`src/rtl/enemy_fleet_ctrl.sv`:
```
// enemy_fleet_ctrl
//   March controller for the enemy fleet. It paces the fleet from frame_i and
//   chooses between a sideways step, a drop with direction reversal, or
//   landing, using the aggregate fleet extents. It also tracks wipe-out and
//   the respawn delay. The step/drop/dir/pixel_avail bus is shared by every ship.
//
//   state   | meaning
//   IDLE    | waiting for the first frame with a live fleet
//   MARCH_R | fleet marching toward the right wall
//   MARCH_L | fleet marching toward the left wall
//   LANDED  | fleet reached the landing line; game over until reset
//   CLEARED | fleet wiped out; counting frames until respawn
//
// Ports
//   clk_i, reset_i          clock, asynchronous active-high reset
//   frame_i                 one-cycle pulse per rendered frame
//   alive_i                 per-ship alive mask
//   fleet_left/right/bot_i  extents of the live ships
//   step_o, drop_o          one-cycle move pulses (never both high)
//   dir_right_o             1 = marching right
//   pixel_avail_o           registered headroom toward the current wall
//   landed_o, cleared_o     state flags
//   respawn_o               one-cycle pulse; ships return to start positions
module enemy_fleet_ctrl #(
    parameter int num_ships_p      = 10,
    parameter int step_px_p        = 10,
    parameter int drop_px_p        = 10,
    parameter int screen_left_p    = 0,
    parameter int screen_right_p   = 639,
    parameter int land_line_p      = 440,
    parameter int base_period_p    = 60,
    parameter int min_period_p     = 4,
    parameter int respawn_frames_p = 300
) (
    input  logic                   clk_i,
    input  logic                   reset_i,
    input  logic                   frame_i,
    input  logic [num_ships_p-1:0] alive_i,
    input  logic [9:0]             fleet_left_i,
    input  logic [9:0]             fleet_right_i,
    input  logic [9:0]             fleet_bot_i,
    output logic                   step_o,
    output logic                   dir_right_o,
    output logic                   drop_o,
    output logic [9:0]             pixel_avail_o,
    output logic                   landed_o,
    output logic                   cleared_o,
    output logic                   respawn_o
);
    localparam int cnt_w = $clog2(base_period_p + 1);
    localparam int rsp_w = $clog2(respawn_frames_p + 1);

    localparam logic [9:0]       LEFT_PX   = 10'(screen_left_p);
    localparam logic [9:0]       RIGHT_PX  = 10'(screen_right_p);
    localparam logic [9:0]       STEP_PX   = 10'(step_px_p);
    localparam logic [9:0]       LAND_PX   = 10'(land_line_p);
    localparam logic [10:0]      DROP_PX11 = 11'(drop_px_p);
    localparam logic [10:0]      LAND_PX11 = 11'(land_line_p);
    localparam logic [rsp_w-1:0] RSP_LAST  = rsp_w'(respawn_frames_p - 1);

    typedef enum logic [2:0] {IDLE, MARCH_R, MARCH_L, LANDED, CLEARED} state_t;

    state_t           state_q, state_d;
    logic [cnt_w-1:0] frame_cnt_q, frame_cnt_d;
    logic [cnt_w-1:0] period_q, period_d;
    logic [rsp_w-1:0] rsp_cnt_q, rsp_cnt_d;
    logic             step_q, step_d;
    logic             drop_q, drop_d;
    logic             dir_q, dir_d;
    logic             respawn_q, respawn_d;
    logic [9:0]       pixel_avail_q, pixel_avail_d;
    logic [cnt_w-1:0] period_now;
    logic [10:0]      bot_after_drop;
    int               alive_cnt;
    int               dead_cnt;

    // March period shrinks by one frame per dead ship, floored.
    always_comb begin
        alive_cnt = 0;
        for (int i = 0; i < num_ships_p; i++) begin
            alive_cnt = alive_cnt + int'(alive_i[i]);
        end
        dead_cnt = num_ships_p - alive_cnt;
        if (base_period_p - dead_cnt > min_period_p) begin
            period_now = cnt_w'(base_period_p - dead_cnt);
        end else begin
            period_now = cnt_w'(min_period_p);
        end
    end

    // Headroom toward the wall being approached, saturating at zero.
    always_comb begin
        pixel_avail_d = '0;
        case (state_q)
            MARCH_R: if (fleet_right_i < RIGHT_PX) pixel_avail_d = RIGHT_PX - fleet_right_i;
            MARCH_L: if (fleet_left_i > LEFT_PX) pixel_avail_d = fleet_left_i - LEFT_PX;
            default: pixel_avail_d = '0;
        endcase
    end

    assign bot_after_drop = {1'b0, fleet_bot_i} + DROP_PX11;

    always_comb begin
        state_d     = state_q;
        frame_cnt_d = frame_cnt_q;
        period_d    = period_q;
        rsp_cnt_d   = rsp_cnt_q;
        dir_d       = dir_q;
        step_d      = 1'b0;
        drop_d      = 1'b0;
        respawn_d   = 1'b0;
        case (state_q)
            IDLE: begin
                if (frame_i && (alive_i != '0)) begin
                    state_d     = MARCH_R;
                    frame_cnt_d = '0;
                    period_d    = period_now;
                    dir_d       = 1'b1;
                end
            end
            MARCH_R, MARCH_L: begin
                // Wipe-out outranks landing seen in the same cycle.
                if (alive_i == '0) begin
                    state_d     = CLEARED;
                    rsp_cnt_d   = '0;
                    frame_cnt_d = '0;
                end else if (fleet_bot_i >= LAND_PX) begin
                    state_d = LANDED;
                end else if (frame_i) begin
                    if (frame_cnt_q == period_q - 1'b1) begin
                        frame_cnt_d = '0;
                        period_d    = period_now;
                        if (pixel_avail_d >= STEP_PX) begin
                            step_d = 1'b1;
                        end else if (bot_after_drop >= LAND_PX11) begin
                            state_d = LANDED;
                        end else begin
                            drop_d  = 1'b1;
                            dir_d   = ~dir_q;
                            state_d = (state_q == MARCH_R) ? MARCH_L : MARCH_R;
                        end
                    end else begin
                        frame_cnt_d = frame_cnt_q + 1'b1;
                    end
                end
            end
            CLEARED: begin
                if (frame_i) begin
                    if (rsp_cnt_q == RSP_LAST) begin
                        respawn_d   = 1'b1;
                        dir_d       = 1'b1;
                        rsp_cnt_d   = '0;
                        frame_cnt_d = '0;
                        // Ships come back as a full fleet.
                        period_d    = cnt_w'(base_period_p);
                        state_d     = MARCH_R;
                    end else begin
                        rsp_cnt_d = rsp_cnt_q + 1'b1;
                    end
                end
            end
            default: state_d = state_q;
        endcase
    end

    always_ff @(posedge clk_i or posedge reset_i) begin
        if (reset_i) begin
            state_q       <= IDLE;
            frame_cnt_q   <= '0;
            period_q      <= '0;
            rsp_cnt_q     <= '0;
            step_q        <= 1'b0;
            drop_q        <= 1'b0;
            dir_q         <= 1'b1;
            respawn_q     <= 1'b0;
            pixel_avail_q <= '0;
        end else begin
            state_q       <= state_d;
            frame_cnt_q   <= frame_cnt_d;
            period_q      <= period_d;
            rsp_cnt_q     <= rsp_cnt_d;
            step_q        <= step_d;
            drop_q        <= drop_d;
            dir_q         <= dir_d;
            respawn_q     <= respawn_d;
            pixel_avail_q <= pixel_avail_d;
        end
    end

    assign step_o        = step_q;
    assign drop_o        = drop_q;
    assign dir_right_o   = dir_q;
    assign respawn_o     = respawn_q;
    assign pixel_avail_o = pixel_avail_q;
    assign landed_o      = (state_q == LANDED);
    assign cleared_o     = (state_q == CLEARED);
endmodule

```
`config.mk`:
```
export PLATFORM = sky130hd
export DESIGN_NAME = enemy_fleet_ctrl
export DESIGN_NICKNAME = d
export VERILOG_FILES = /design/src/rtl/enemy_fleet_ctrl.sv
export SDC_FILE = /design/constraint.sdc
export NUM_CORES = 1
export LEC_CHECK = 0
export CAP_MARGIN = 20
export CORE_UTILIZATION = 53
export CTS_BUF_LIST = sky130_fd_sc_hd__clkbuf_8
export CTS_CLUSTER_SIZE = 24
export DETAILED_ROUTE_END_ITERATION = 16
export GPL_ROUTABILITY_DRIVEN = 0
export GPL_TIMING_DRIVEN = 0
export PLACE_DENSITY_LB_ADDON = 0.2
export REMOVE_ABC_BUFFERS = 1
export SYNTH_ARGS = -nofsm -noshare
export SYNTH_HDL_FRONTEND = slang
export SYNTH_SLANG_ARGS = --single-unit
```
`constraint.sdc`:
```
create_clock -name clk_i -period 3.37 [get_ports clk_i]
set_input_delay 0.5055 -clock clk_i [delete_from_list [all_inputs] [get_ports clk_i]]
set_output_delay 0.5055 -clock clk_i [all_outputs]
set_load 0.01 [all_outputs]
```
Word level (Yosys, flattened, before mapping)
Index checks and enable logic that the tools add are counted.

Flip-flop bits (word level): 38. Output and inout port bits: 16. Input bits: 43. Word-level logic and storage cells: 126.

Reductions and logical operators: 12. Eq/ne operators: 21. Multiplexer cells: 61. Bitwise gates (word level): 1. Add/subtract/negate cells: 16. $lt $le $gt $ge: 6.

Operators with widths (number): two-way mux 6 bit (15); case mux 6 bit (3 select lines) (2); > comparator 32 x 4 -> 1 bit (second input constant) (1); two-way mux 9 bit (3); two-way mux 1 bit (25); two-way mux 3 bit (8); two-way mux 10 bit (2); case mux 10 bit (2 select lines) (1); != test 2 bit (second input constant) (9); case mux 9 bit (2 select lines) (1); != test 4 bit (second input constant) (3); subtractor 7 x 11 -> 12 bit (first input constant) (1); adder 10 x 4 -> 11 bit (second input constant) (1); greater-or-equal comparator 11 x 9 -> 1 bit (second input constant) (1); subtractor 4 x 10 -> 11 bit (first input constant) (1); adder 9 x 1 -> 10 bit (1); greater-or-equal comparator 10 x 4 -> 1 bit (second input constant) (1); greater-or-equal comparator 10 x 9 -> 1 bit (second input constant) (1); > comparator 10 x 1 -> 1 bit (second input constant) (1); logical NOT 10 bit (1); less-than comparator 10 bit (second input constant) (1); AND reduction 10 bit (1); nonzero test 10 bit (1); subtractor 10 bit (first input constant) (1); 31 further kinds (34).

Depth between registers and ports, before layout
Gate-level depths: netlist (run 1).

Depth after elaboration: 18. Depth in mapped cells: 18. Gate-level depth less buffers: 18.

Worst setup path after synthesis (run 1)
No wires, ideal clock.

Path kind: in2reg. From: in alive_i[4]. To: reg period_q[5]. Setup slack: -0.419 ns. Required time: 3.245 ns. Stages: 15. Arrival time: 3.665 ns. Buffers on the path: 0. Cells stage by stage: fa_1 > inv_1 > ha_1 > fa_1 > inv_1 > ha_1 > inv_1 > ha_1 > ha_1 > inv_1 > fa_1 > ha_1 > nor3_1 > o211ai_1 > mux2_2.

Cells in the longest elaborated chain, start to end: 15. Elaborated cells between the ends (all ways): 22. Those cells by class: add/sub: 8; order compare: 1; eq/ne: 2; mux: 7; reduce/logical: 4.

RTL lines: start, declared (line 38) `input logic [num_ships_p-1:0] alive_i,`; adder 4 x 1 -> 5 bit (line 81) `alive_cnt = alive_cnt + int'(alive_i[i]);`; adder 5 x 1 -> 6 bit (line 81); adder 6 x 1 -> 7 bit (line 81); adder 7 x 1 -> 8 bit (line 81); adder 8 x 1 -> 9 bit (line 81); adder 9 x 1 -> 10 bit (line 81); subtractor 4 x 10 -> 11 bit (line 83) `dead_cnt = num_ships_p - alive_cnt;`; subtractor 7 x 11 -> 12 bit (line 85) `period_now = cnt_w'(base_period_p - dead_cnt);`; > comparator 32 x 4 -> 1 bit (line 84) `if (base_period_p - dead_cnt > min_period_p) begin`; two-way mux 6 bit (line 84); two-way mux 6 bit (line 130) `if (frame_cnt_q == period_q - 1'b1) begin`; two-way mux 6 bit (line 129) `end else if (frame_i) begin`; two-way mux 6 bit (line 127) `end else if (fleet_bot_i >= LAND_PX) begin`; two-way mux 6 bit (line 123) `if (alive_i == '0) begin`; case mux 6 bit (3 select lines) (line 112) `case (state_q)`; end signal, assigned (line 180) `period_q <= period_d;`; end, declared (line 65) `logic [cnt_w-1:0] period_q, period_d;`.

Parallel ways exist; a longest one is shown, timed or not. The select of a mux whose other input is x is not followed. A chain may end at the register's enable or synchronous reset.

Worst setup path in the final report (run 1)
From: in alive_i[5]. To: reg period_q[3].

Cells in the longest elaborated chain, start to end: 14. Elaborated cells between the ends (all ways): 21. Those cells by class: add/sub: 7; order compare: 1; eq/ne: 2; mux: 7; reduce/logical: 4.

RTL lines (line): adder 5 x 1 -> 6 bit (81); adder 6 x 1 -> 7 bit (81); adder 7 x 1 -> 8 bit (81); adder 8 x 1 -> 9 bit (81); adder 9 x 1 -> 10 bit (81); subtractor 4 x 10 -> 11 bit (83); subtractor 7 x 11 -> 12 bit (85); > comparator 32 x 4 -> 1 bit (84); two-way mux 6 bit (84); two-way mux 6 bit (130); two-way mux 6 bit (129); two-way mux 6 bit (127); two-way mux 6 bit (123); case mux 6 bit (3 select lines) (112).

Parallel ways exist; a longest one is shown, timed or not. The select of a mux whose other input is x is not followed.

==> impl_metrics.env, run 1 <==
export IMPL_initial_core_util_pct=56.2
export IMPL_vias=2411
export IMPL_setup_violations=3
export IMPL_setup_slack_ps=-152
export IMPL_power_leakage_nw=1.54
export IMPL_cts_clk_slew_worst_paths_ps=80
export IMPL_fin_worst_skew_ps=6.85
export IMPL_track_usage_pct=25.0
export IMPL_drtIter0Drc=111
export IMPL_cts_tree="done"
export IMPL_start_kind="primary input"
export IMPL_cts_buffer_depth=2
export IMPL_crit_arrival_ps=3710
export IMPL_area_growth_pct=30.0
export IMPL_period_minus_slack_ps=3520
export IMPL_nFillCells=384
export IMPL_postRouteAntennaNets=0
export IMPL_synth_edf_count=0
export IMPL_required_ps=3550
export IMPL_ctsHtreeMaxLevel=2
export IMPL_cp_slowest_cell="fa_2"
export IMPL_r2r_end="period_q[2]$_DFFE_PP0P_"
export IMPL_maxSlewHeadroom_pct=46.8
export IMPL_dieArea_mm2=0.00536
export IMPL_hp_class="flip-flop to flip-flop"
export IMPL_numCtsBuffers=5
export IMPL_hold_ws_ps=493
export IMPL_synth_warnings=0
export IMPL_crit_path_end="period_q[3]$_DFFE_PP0P_"
export IMPL_viasPerCell=5.59
export IMPL_die_y_um=73.2
export IMPL_slowest_delay_ps=560
export IMPL_num_io_pins=59
export IMPL_period_share_pct=105
export IMPL_cp_cell_sequence="buf_6 > fa_2 > inv_2 > ha_4 > fa_1 > inv_1 > ha_1 > inv_1 > ha_2 > ha_4 > inv_2 > fa_2 > buf_4 > xor2_2 > o21ai_1 > mux2_2"
export IMPL_insertion_delay_ps=300
export IMPL_use_met2_pct=43.0
export IMPL_cts_num_sinks=38
export IMPL_final_common_cell="clkdlybuf4s50_1"
export IMPL_outcome="finished with violations"
export IMPL_core_area_mm2=0.00479
export IMPL_critPathTopFamily="adder cells"
export IMPL_worstSetupPathType="primary input to flip-flop"
export IMPL_seqPwrFrac_pct=36.6
export IMPL_p_int_w=0.000921
export IMPL_power_density_mw_per_mm2=403
export IMPL_maxCapViolations=0
export IMPL_syn_inst=302
export IMPL_hold_viol=0
export IMPL_syn_area_mm2=0.00269
export IMPL_clkPwrFrac_pct=23.9
export IMPL_worst_pin_slew_ps=797
export IMPL_final_cell_mix="clkdlybuf4s50_1 (48), dfrtp_1 (37), nand2_1 (34)"
export IMPL_wl_mm=6.11
export IMPL_synthArstFlopShare_pct=100
export IMPL_r2r_cells=8
export IMPL_grt_remaining_overflow=0
export IMPL_cp_startpoint="alive_i[5]"
export IMPL_power_frac_comb_pct=39.5
export IMPL_drc=0
export IMPL_die_x_um=73.2
export IMPL_port_buffers=57
export IMPL_std_cell_rows=25
export IMPL_nets=429
export IMPL_slew_violations=0
export IMPL_drive_gt1_share_pct=16.5
export IMPL_grt_max_degree=39
export IMPL_antenna_found_initial=0
export IMPL_place_hpwl_mm=4.62
export IMPL_path_depth=16
export IMPL_vdd_drop_max_mv=0.497
export IMPL_grtUsageMet3_pct=4.14
export IMPL_worst_r2r_startpoint="period_q[0]$_DFFE_PP0P_"
export IMPL_ys_types=60
export IMPL_grt_setup_unrepaired="true"
export IMPL_p_sw_share_pct=34.6
export IMPL_crit_path_end_kind="flip-flop"
export IMPL_grt_use_met1_pct=31.4
export IMPL_synth_seq_cells=38
export IMPL_grt_pass1_vias=2320
export IMPL_grt_pass1_wl_mm=10.3
export IMPL_syn_avg_cell_area_um2=8.90
export IMPL_fmax_mhz=284
export IMPL_cts_root_buffer="clkbuf_8"
export IMPL_ys_flop_type="dfrtp_1"
export IMPL_rrSetupSlack_ps=660
export IMPL_crit_buf_inv=6
export IMPL_wl_per_cell_um=14.2
export IMPL_critPathMaxFanout=3
export IMPL_diodes=0
export IMPL_violations="negative setup slack"
export IMPL_drt_pass1_iter_count=4
export IMPL_p_sw_w=0.000487
export IMPL_fin_util_pct=73.0
export IMPL_yosysSeqAreaShare_pct=35.4
export IMPL_top_usage_layer="met2"
[cells in the mapped netlist, drive strengths merged (2+ instances only)]
library cell,n,area share (%)
or3,4,1.0
o21ai,28,5.2
mux2,5,2.2
a211o,2,0.65
and2,2,0.47
and4,2,0.65
nor2,10,1.4
and2b,2,0.65
fa,5,3.7
nand2b,6,1.4
o22ai,4,0.93
or2,2,0.47
nor3,9,1.7
nand4,7,1.6
nand3b,2,0.56
a21oi,9,1.8
nand3,7,1.3
nor4,5,1.7
nor2b,3,0.70
xnor2,4,1.3
a22o,2,0.65
a31oi,4,1.2
inv,40,5.6
ha,18,8.4
clkbuf,3,0.51
o211ai,5,1.4
and3,7,1.7
a211oi,2,0.56
or2b,2,0.61
nand2,34,4.7
mux2i,2,0.74
nor3b,2,0.74
dfrtp,37,34
xor2,10,3.3
[timing repair]
item | in CTS | in global routing
endpoints found under the hold margin | 0 | 0
pin swaps | 14 | 4
hold buffers | 0 | 0
buffers inserted | 1 | 0
endpoints found under the setup margin | 6 | 6
resized for setup | 58 | 8
[worst reg2reg max path, stage by stage (launching register included)]
cell	delay [ps]
dfrtp_1	410
inv_1	80
ha_1	300
xor2_1	190
and3_1	180
o211ai_1	180
or4_1	500
a21oi_2	390
mux2_2	380
[state kept, by name, summed over array words and instances, names as in the netlist]
register / flops
pixel_avail_o: 10
period_q: 6
step_o: 1
respawn_o: 1
rsp_cnt_q: 9
dir_right_o: 1
drop_o: 1
state_q: 3
frame_cnt_q: 6
[layer usage]
metal | part of all wire (%) | vias to the layer above | wire length, um
met5 | 0 | - | 0
met4 | 2.0 | 0 | 122
met3 | 4.5 | 14 | 273
met2 | 51 | 68 | 3090
met1 | 43 | 1148 | 2620
li1 | - | 1181 | -
[how the worst min path moves through the flow]
stage | startpoint | endpoint | cells after the start
global placement | dir_right_o$_DFFE_PP1P_ | dir_right_o$_DFFE_PP1P_ | 1
global route | dir_right_o$_DFFE_PP1P_ | dir_right_o$_DFFE_PP1P_ | 1
detailed placement | dir_right_o$_DFFE_PP1P_ | dir_right_o$_DFFE_PP1P_ | 1
finish | dir_right_o$_DFFE_PP1P_ | dir_right_o$_DFFE_PP1P_ | 1
floorplan | rsp_cnt_q[1]$_DFFE_PP0P_ | rsp_cnt_q[1]$_DFFE_PP0P_ | 2
CTS | dir_right_o$_DFFE_PP1P_ | dir_right_o$_DFFE_PP1P_ | 1
[layout make-up]
type	count	area [um^2]	area share [%]
multi-input cells	220	1660	47.6
flip-flops and latches	38	952	27.2
repair buffers	58	551	15.8
inverters	40	150	4.30
well taps	67	83.8	2.40
clock buffers	6	82.6	2.36
clock inverters	2	12.5	0.358
[kinds of logic (layout without fill, tap and decap cells)]
kind of cell	Yosys count	count (layout)	synth area share [%]
simple gates	111	111	23.1
compound gates	65	65	15.3
buf+inv	44	106	6.52
flops	38	38	35.4
fa+ha+maj	23	23	12.1
xor+xnor	14	14	4.56
mux	7	7	2.98
[power groups by stage]
stage	Combinational [W]	Sequential [W]	Clock, W
6_report	0.000556	0.000515	0.000336
2_1_floorplan	0.000334	0.000515	0
5_1_grt	0.000636	0.000519	0.000359
3_3_place_gp	0.000447	0.000522	0
3_5_place_dp	0.000459	0.000523	0
4_1_cts	0.000519	0.000514	0.000340
[stage by stage]
step	cells	worst slack, ps	TNS [ps]	total power, W	area [um^2]
6_report	431	-152	-407	0.00141	3490
5_1_grt	431	-256	-720	0.00151	3490
4_1_cts	431	-188	-535	0.00137	3460
3_5_place_dp	422	-1050	-5080	0.000983	3320
3_3_place_gp	422	-1030	-4900	0.000969	3320
2_1_floorplan	298	-419	-1220	0.000850	2660
(Power assumes the default switching activity.)
==> inputs of run 2 (changes only) <==
--- a/config.mk
+++ b/config.mk
@@ -11,7 +11,6 @@
 export CTS_CLUSTER_SIZE = 24
 export DETAILED_ROUTE_END_ITERATION = 16
 export GPL_ROUTABILITY_DRIVEN = 0
-export GPL_TIMING_DRIVEN = 0
 export PLACE_DENSITY_LB_ADDON = 0.2
 export REMOVE_ABC_BUFFERS = 1
 export SYNTH_ARGS = -nofsm -noshare
==> run 2 against run 1 <==
Compared with the run above:
- wire length increased by 5.9%
- flip-flop and latch count unchanged
- clock skew is 1.1 ps higher
- the flow still finishes with violations (negative setup slack)
- total power increased by 8.5%
- sequential share of layout area is 0.84 points lower
- first-iteration DRC count rose by 9.0%
- design area is 3.2% higher
==> impl_metrics.env, run 2 (same netlist as run 1, synthesis figures left out) <==
export IMPL_outcome="finished with violations"
export IMPL_violations="negative setup slack"
export IMPL_grt_remaining_overflow=0
export IMPL_wl_per_cell_um=14.6
export IMPL_critPathMaxFanout=2
export IMPL_port_buffers=57
export IMPL_cts_num_sinks=38
export IMPL_vdd_drop_max_mv=0.407
export IMPL_cts_clk_slew_worst_paths_ps=70
export IMPL_drc=0
export IMPL_drive_gt1_share_pct=19.7
export IMPL_final_common_cell="clkdlybuf4s50_1"
export IMPL_num_io_pins=59
export IMPL_place_hpwl_mm=4.84
export IMPL_worst_pin_slew_ps=600
export IMPL_largest_reg_flops=10
export IMPL_required_ps=3540
export IMPL_core_area_mm2=0.00479
export IMPL_power_density_mw_per_mm2=423
export IMPL_maxSlewHeadroom_pct=59.6
export IMPL_placed_cell_area_mm2=0.00341
export IMPL_std_cell_rows=25
export IMPL_nets=441
export IMPL_insertion_delay_ps=290
export IMPL_die_x_um=73.2
export IMPL_die_y_um=73.2
export IMPL_wl_met2_mm=3.19
export IMPL_dieArea_mm2=0.00536
export IMPL_wl_met1_mm=2.75
export IMPL_setup_slack_ps=-217
export IMPL_track_usage_pct=25.6
export IMPL_vias=2486
export IMPL_initial_core_util_pct=56.2
export IMPL_antenna_found_initial=0
export IMPL_grt_pass1_wl_mm=10.5
export IMPL_power_leakage_nw=1.62
export IMPL_maxCapViolations=0
export IMPL_start_kind="primary input"
export IMPL_ctsHtreeMaxLevel=2
export IMPL_cts_hold_buffers=0
export IMPL_fin_worst_skew_ps=7.95
export IMPL_numCtsBuffers=5
export IMPL_grt_max_degree=39
export IMPL_cts_buffer_depth=2
export IMPL_cts_tree="done"
export IMPL_postRouteAntennaNets=0
export IMPL_hold_ws_ps=498
export IMPL_wl_mm=6.47
export IMPL_crit_arrival_ps=3760
export IMPL_slew_violations=0
export IMPL_viasPerCell=5.61
export IMPL_wl_met3_um=338
export IMPL_crit_path_end_kind="flip-flop"
export IMPL_period_minus_slack_ps=3590
export IMPL_drtIter0Drc=121
export IMPL_grt_setup_unrepaired="true"
export IMPL_place_ws_ps=-1140
export IMPL_hp_class="flip-flop to flip-flop"
export IMPL_cts_root_buffer="clkbuf_8"
export IMPL_worstSetupPathType="primary input to flip-flop"
export IMPL_postLayoutCellArea_mm2=0.00361
export IMPL_grt_pass1_vias=2502
export IMPL_diodes=0
export IMPL_period_share_pct=106
export IMPL_setup_violations=3
export IMPL_hold_viol=0
export IMPL_drt_pass1_iter_count=4
export IMPL_fmax_mhz=279
export IMPL_final_cell_mix="clkdlybuf4s50_1 (48), dfrtp_1 (37), nand2_1 (34)"
export IMPL_top_layer="met4"
export IMPL_fin_util_pct=75.3
export IMPL_area_growth_pct=34.2
run 2: per-stage QoR:
stage | TNS [ps] | power (W) | std cells
after floorplan | -1220 | 0.000850 | 298
after global placement | -4810 | 0.00104 | 434
after detailed placement | -5490 | 0.00107 | 434
after CTS | -653 | 0.00147 | 443
after global routing | -986 | 0.00162 | 443
final | -554 | 0.00153 | 443
run 2: what timing repair did:
item	CTS	global route
resized for setup	57	17
buffers inserted	1	0
pin swaps	13	12
endpoints found under the setup margin	6	6
run 2: path summary, 6_finish.rpt:
| check | start | endpoint | slack, ps | cells past startpoint |
|---|---|---|---|---|
| max | alive_i[3] | period_q[5]$_DFFE_PP0P_ | -220 | 16 |
| min | dir_right_o$_DFFE_PP1P_ | dir_right_o$_DFFE_PP1P_ | 500 | 1 |
| max reg2reg | period_q[0]$_DFFE_PP0P_ | period_q[2]$_DFFE_PP0P_ | 510 | 8 |
| min reg2reg | dir_right_o$_DFFE_PP1P_ | dir_right_o$_DFFE_PP1P_ | 500 | 1 |
| max in group asynchronous | reset_i | dir_right_o$_DFFE_PP1P_ | 2370 | 3 |
| min in group asynchronous | reset_i | rsp_cnt_q[8]$_DFFE_PP0P_ | 640 | 3 |
run 2: layout make-up:
| class | instances | area (um^2) |
|---|---|---|
| Clock buffer | 6 | 82.6 |
| Clock inverter | 2 | 8.76 |
| Fill cell | 357 | 1180 |
| Inverter | 40 | 153 |
| Multi-Input combinational cell | 220 | 1680 |
| Sequential cell | 38 | 952 |
| Tap cell | 67 | 83.8 |
| Timing Repair Buffer | 70 | 648 |
run 2: metal layers:
metal | vias to the layer above | GRT usage, %
li1 | 1203 | -
met1 | 1188 | 30.3
met2 | 73 | 44.9
met3 | 22 | 4.97
met4 | 0 | 11.1
met5 | - | 0
run 2: report_power, final:
part	switching (W)	internal [W]	leakage, nW
clock network	0.000157	0.000162	0.0524
registers	0.0000335	0.000482	0.487
logic	0.000335	0.000357	1.08
run 2: critical path, stage by stage:
cell and delay (ps):
buf_2 90, inv_2 40, fa_1 530, ha_4 200, fa_1 510, inv_2 50, ha_4 260, inv_4 30
ha_4 150, ha_4 160, inv_2 50, fa_2 450, buf_6 140, nor3_4 180, o211ai_1 140, mux2_4 270
==> inputs of run 3 (changes only) <==
--- a/config.mk
+++ b/config.mk
@@ -6,13 +6,13 @@
 export NUM_CORES = 1
 export LEC_CHECK = 0
 export CAP_MARGIN = 20
-export CORE_UTILIZATION = 53
+export CORE_UTILIZATION = 36
 export CTS_BUF_LIST = sky130_fd_sc_hd__clkbuf_8
 export CTS_CLUSTER_SIZE = 24
 export DETAILED_ROUTE_END_ITERATION = 16
 export GPL_ROUTABILITY_DRIVEN = 0
-export PLACE_DENSITY_LB_ADDON = 0.2
 export REMOVE_ABC_BUFFERS = 1
+export SETUP_SLACK_MARGIN = 0.02
 export SYNTH_ARGS = -nofsm -noshare
 export SYNTH_HDL_FRONTEND = slang
 export SYNTH_SLANG_ARGS = --single-unit
==> run 3 against run 2 <==
Compared with the run above:
- combinational power shrank 4.3%
- sequential share of layout area fell by 0.49 points
- clock skew is 2.3 ps higher
- final cell count grew 7.4%
- critical endpoint is now period_q[4]$_DFFE_PP0P_
- utilization shrank 25 points
- global-route usage fell by 8.3 points
- clock-buffer cell count down 1
- flip-flop and latch count unchanged
- hold slack lost 9.1 ps
- largest power group unchanged
- via count fell by 3.3%
- the flow still finishes with violations (negative setup slack)
- sequential power barely moved
- worst setup slack improved by 45 ps
==> impl_metrics.env, run 3 (same netlist as run 1, synthesis figures left out) <==
export IMPL_die_y_um=88.4
export IMPL_hp_class="flip-flop to flip-flop"
export IMPL_nets=442
export IMPL_hold_ws_ps=489
export IMPL_maxSlewHeadroom_pct=56.8
export IMPL_grt_pass1_wl_mm=10.4
export IMPL_grt_pass1_vias=2281
export IMPL_cts_hold_buffers=0
export IMPL_vdd_drop_max_mv=0.279
export IMPL_grt_max_degree=39
export IMPL_die_x_um=88.4
export IMPL_antenna_found_initial=0
export IMPL_hold_viol=0
export IMPL_worst_r2r_startpoint="period_q[0]$_DFFE_PP0P_"
export IMPL_worstHoldStart="dir_right_o$_DFFE_PP1P_"
export IMPL_grt_setup_unrepaired="true"
export IMPL_wl_per_cell_um=13.5
export IMPL_drtIter0Drc=135
export IMPL_hold_path_end="dir_right_o$_DFFE_PP1P_"
export IMPL_drive_gt1_share_pct=20.7
export IMPL_std_cell_rows=31
export IMPL_worst_pin_slew_ps=645
export IMPL_r2r_end="period_q[3]$_DFFE_PP0P_"
export IMPL_maxCapViolations=0
export IMPL_start_kind="primary input"
export IMPL_place_ws_ps=-1040
export IMPL_outcome="finished with violations"
export IMPL_grt_remaining_overflow=0
export IMPL_insertion_delay_ps=300
export IMPL_period_share_pct=105
export IMPL_cts_buffer_depth=2
export IMPL_r2r_cells=8
export IMPL_crit_path_end_kind="flip-flop"
export IMPL_cts_clk_slew_worst_paths_ps=90
export IMPL_viasPerCell=5.05
export IMPL_setup_violations=3
export IMPL_place_hpwl_mm=4.88
export IMPL_postRouteAntennaNets=0
export IMPL_violations="negative setup slack"
export IMPL_numCtsBuffers=5
export IMPL_dp_cells=467
export IMPL_core_area_mm2=0.00725
export IMPL_final_common_cell="clkdlybuf4s50_1"
export IMPL_num_io_pins=59
export IMPL_track_usage_pct=17.2
export IMPL_drt_pass1_iter_count=4
export IMPL_final_cell_mix="clkdlybuf4s50_1 (48), dfrtp_1 (37), nand2_1 (34)"
export IMPL_nFillCells=707
export IMPL_dieArea_mm2=0.00782
export IMPL_worstSetupPathType="primary input to flip-flop"
export IMPL_power_leakage_nw=1.60
export IMPL_diodes=0
export IMPL_setup_slack_ps=-172
export IMPL_cts_root_buffer="clkbuf_8"
export IMPL_required_ps=3560
export IMPL_fin_total_pwr_w=0.00158
export IMPL_crit_arrival_ps=3730
export IMPL_rrSetupSlack_ps=650
export IMPL_cts_num_sinks=38
export IMPL_min_delay_path_depth=1
export IMPL_slew_violations=0
export IMPL_area_growth_pct=36.7
export IMPL_largest_reg_flops=10
export IMPL_period_minus_slack_ps=3540
export IMPL_port_buffers=57
export IMPL_vias=2403
export IMPL_power_density_mw_per_mm2=429
export IMPL_cts_tree="done"
export IMPL_fmax_mhz=282
export IMPL_drc=0
export IMPL_ctsHtreeMaxLevel=2
export IMPL_final_cells=476
export IMPL_wl_mm=6.41
export IMPL_initial_core_util_pct=37.1
export IMPL_fin_worst_skew_ps=10.2
export IMPL_critPathMaxFanout=3
[run 3: cell count changes in the layout (fill, tap and decap cells not counted), moves of 2 or more]
cell	before	now
buf_2	3	5
inv_1	28	26
mux2_2	1	3
inv_2	12	14
mux2_4	4	2
clkinvlp_4	0	2
[run 3: timing repair]
action,4_1_cts,5_1_grt
pin swaps,12,12
setup buffers,1,0
endpoints found under the setup margin,6,6
gates resized for setup,57,17
[run 3: area by class of cell]
| type | instances | area [um^2] | share of cell area (%) |
|---|---|---|---|
| multi-input cells | 220 | 1680 | 45.7 |
| flip-flops and latches | 38 | 952 | 25.9 |
| repair buffers | 71 | 657 | 17.9 |
| inverters | 40 | 150 | 4.09 |
| well taps | 99 | 124 | 3.37 |
| clock buffers | 5 | 68.8 | 1.87 |
| clock inverters | 3 | 45.0 | 1.23 |
[run 3: critical path: stages]
cell and delay [ps]:
buf_8 100, fa_2 560, inv_2 40, ha_4 150, fa_2 540, inv_2 50
ha_4 250, inv_2 40, ha_4 150, ha_4 150, inv_2 50, fa_2 490
nor2_2 130, nand2_1 60, xor2_1 140, o21ai_1 70, mux2_4 250
[run 3: where the power goes]
group / switching [W] / leakage (nW) / internal (W)
Clock: 0.000177 / 0.0504 / 0.000220
Combinational: 0.000312 / 1.07 / 0.000349
Sequential: 0.0000337 / 0.487 / 0.000482
[run 3: per-layer routing]
metal	part of all wire [%]	track usage, %	vias up
met4	0.92	5.13	0
met5	0	0	-
li1	-	-	1201
met3	3.5	3.64	7
met1	46	22.6	1152
met2	49	28.6	43
[run 3: worst max path at each step]
stage,start,endpoint,slack (ps),depth (start not counted)
floorplan,alive_i[4],period_q[5]$_DFFE_PP0P_,-420,15
global placement,alive_i[4],period_q[5]$_DFFE_PP0P_,-1000,16
detailed placement,alive_i[4],period_q[5]$_DFFE_PP0P_,-1040,16
CTS,alive_i[4],period_q[4]$_DFFE_PP0P_,-170,17
global route,alive_i[5],period_q[4]$_DFFE_PP0P_,-280,17
finish,alive_i[5],period_q[4]$_DFFE_PP0P_,-170,17
[run 3: through the flow]
stage                     area, um^2  setup TNS [ps]  utilization, %
after CTS                       3640            -462            50.1
after global routing            3670            -779            50.7
after detailed placement        3450           -4950            47.6
after global placement          3450           -4940            47.6
after floorplan                 2660           -1220               -
final                           3670            -419            50.7
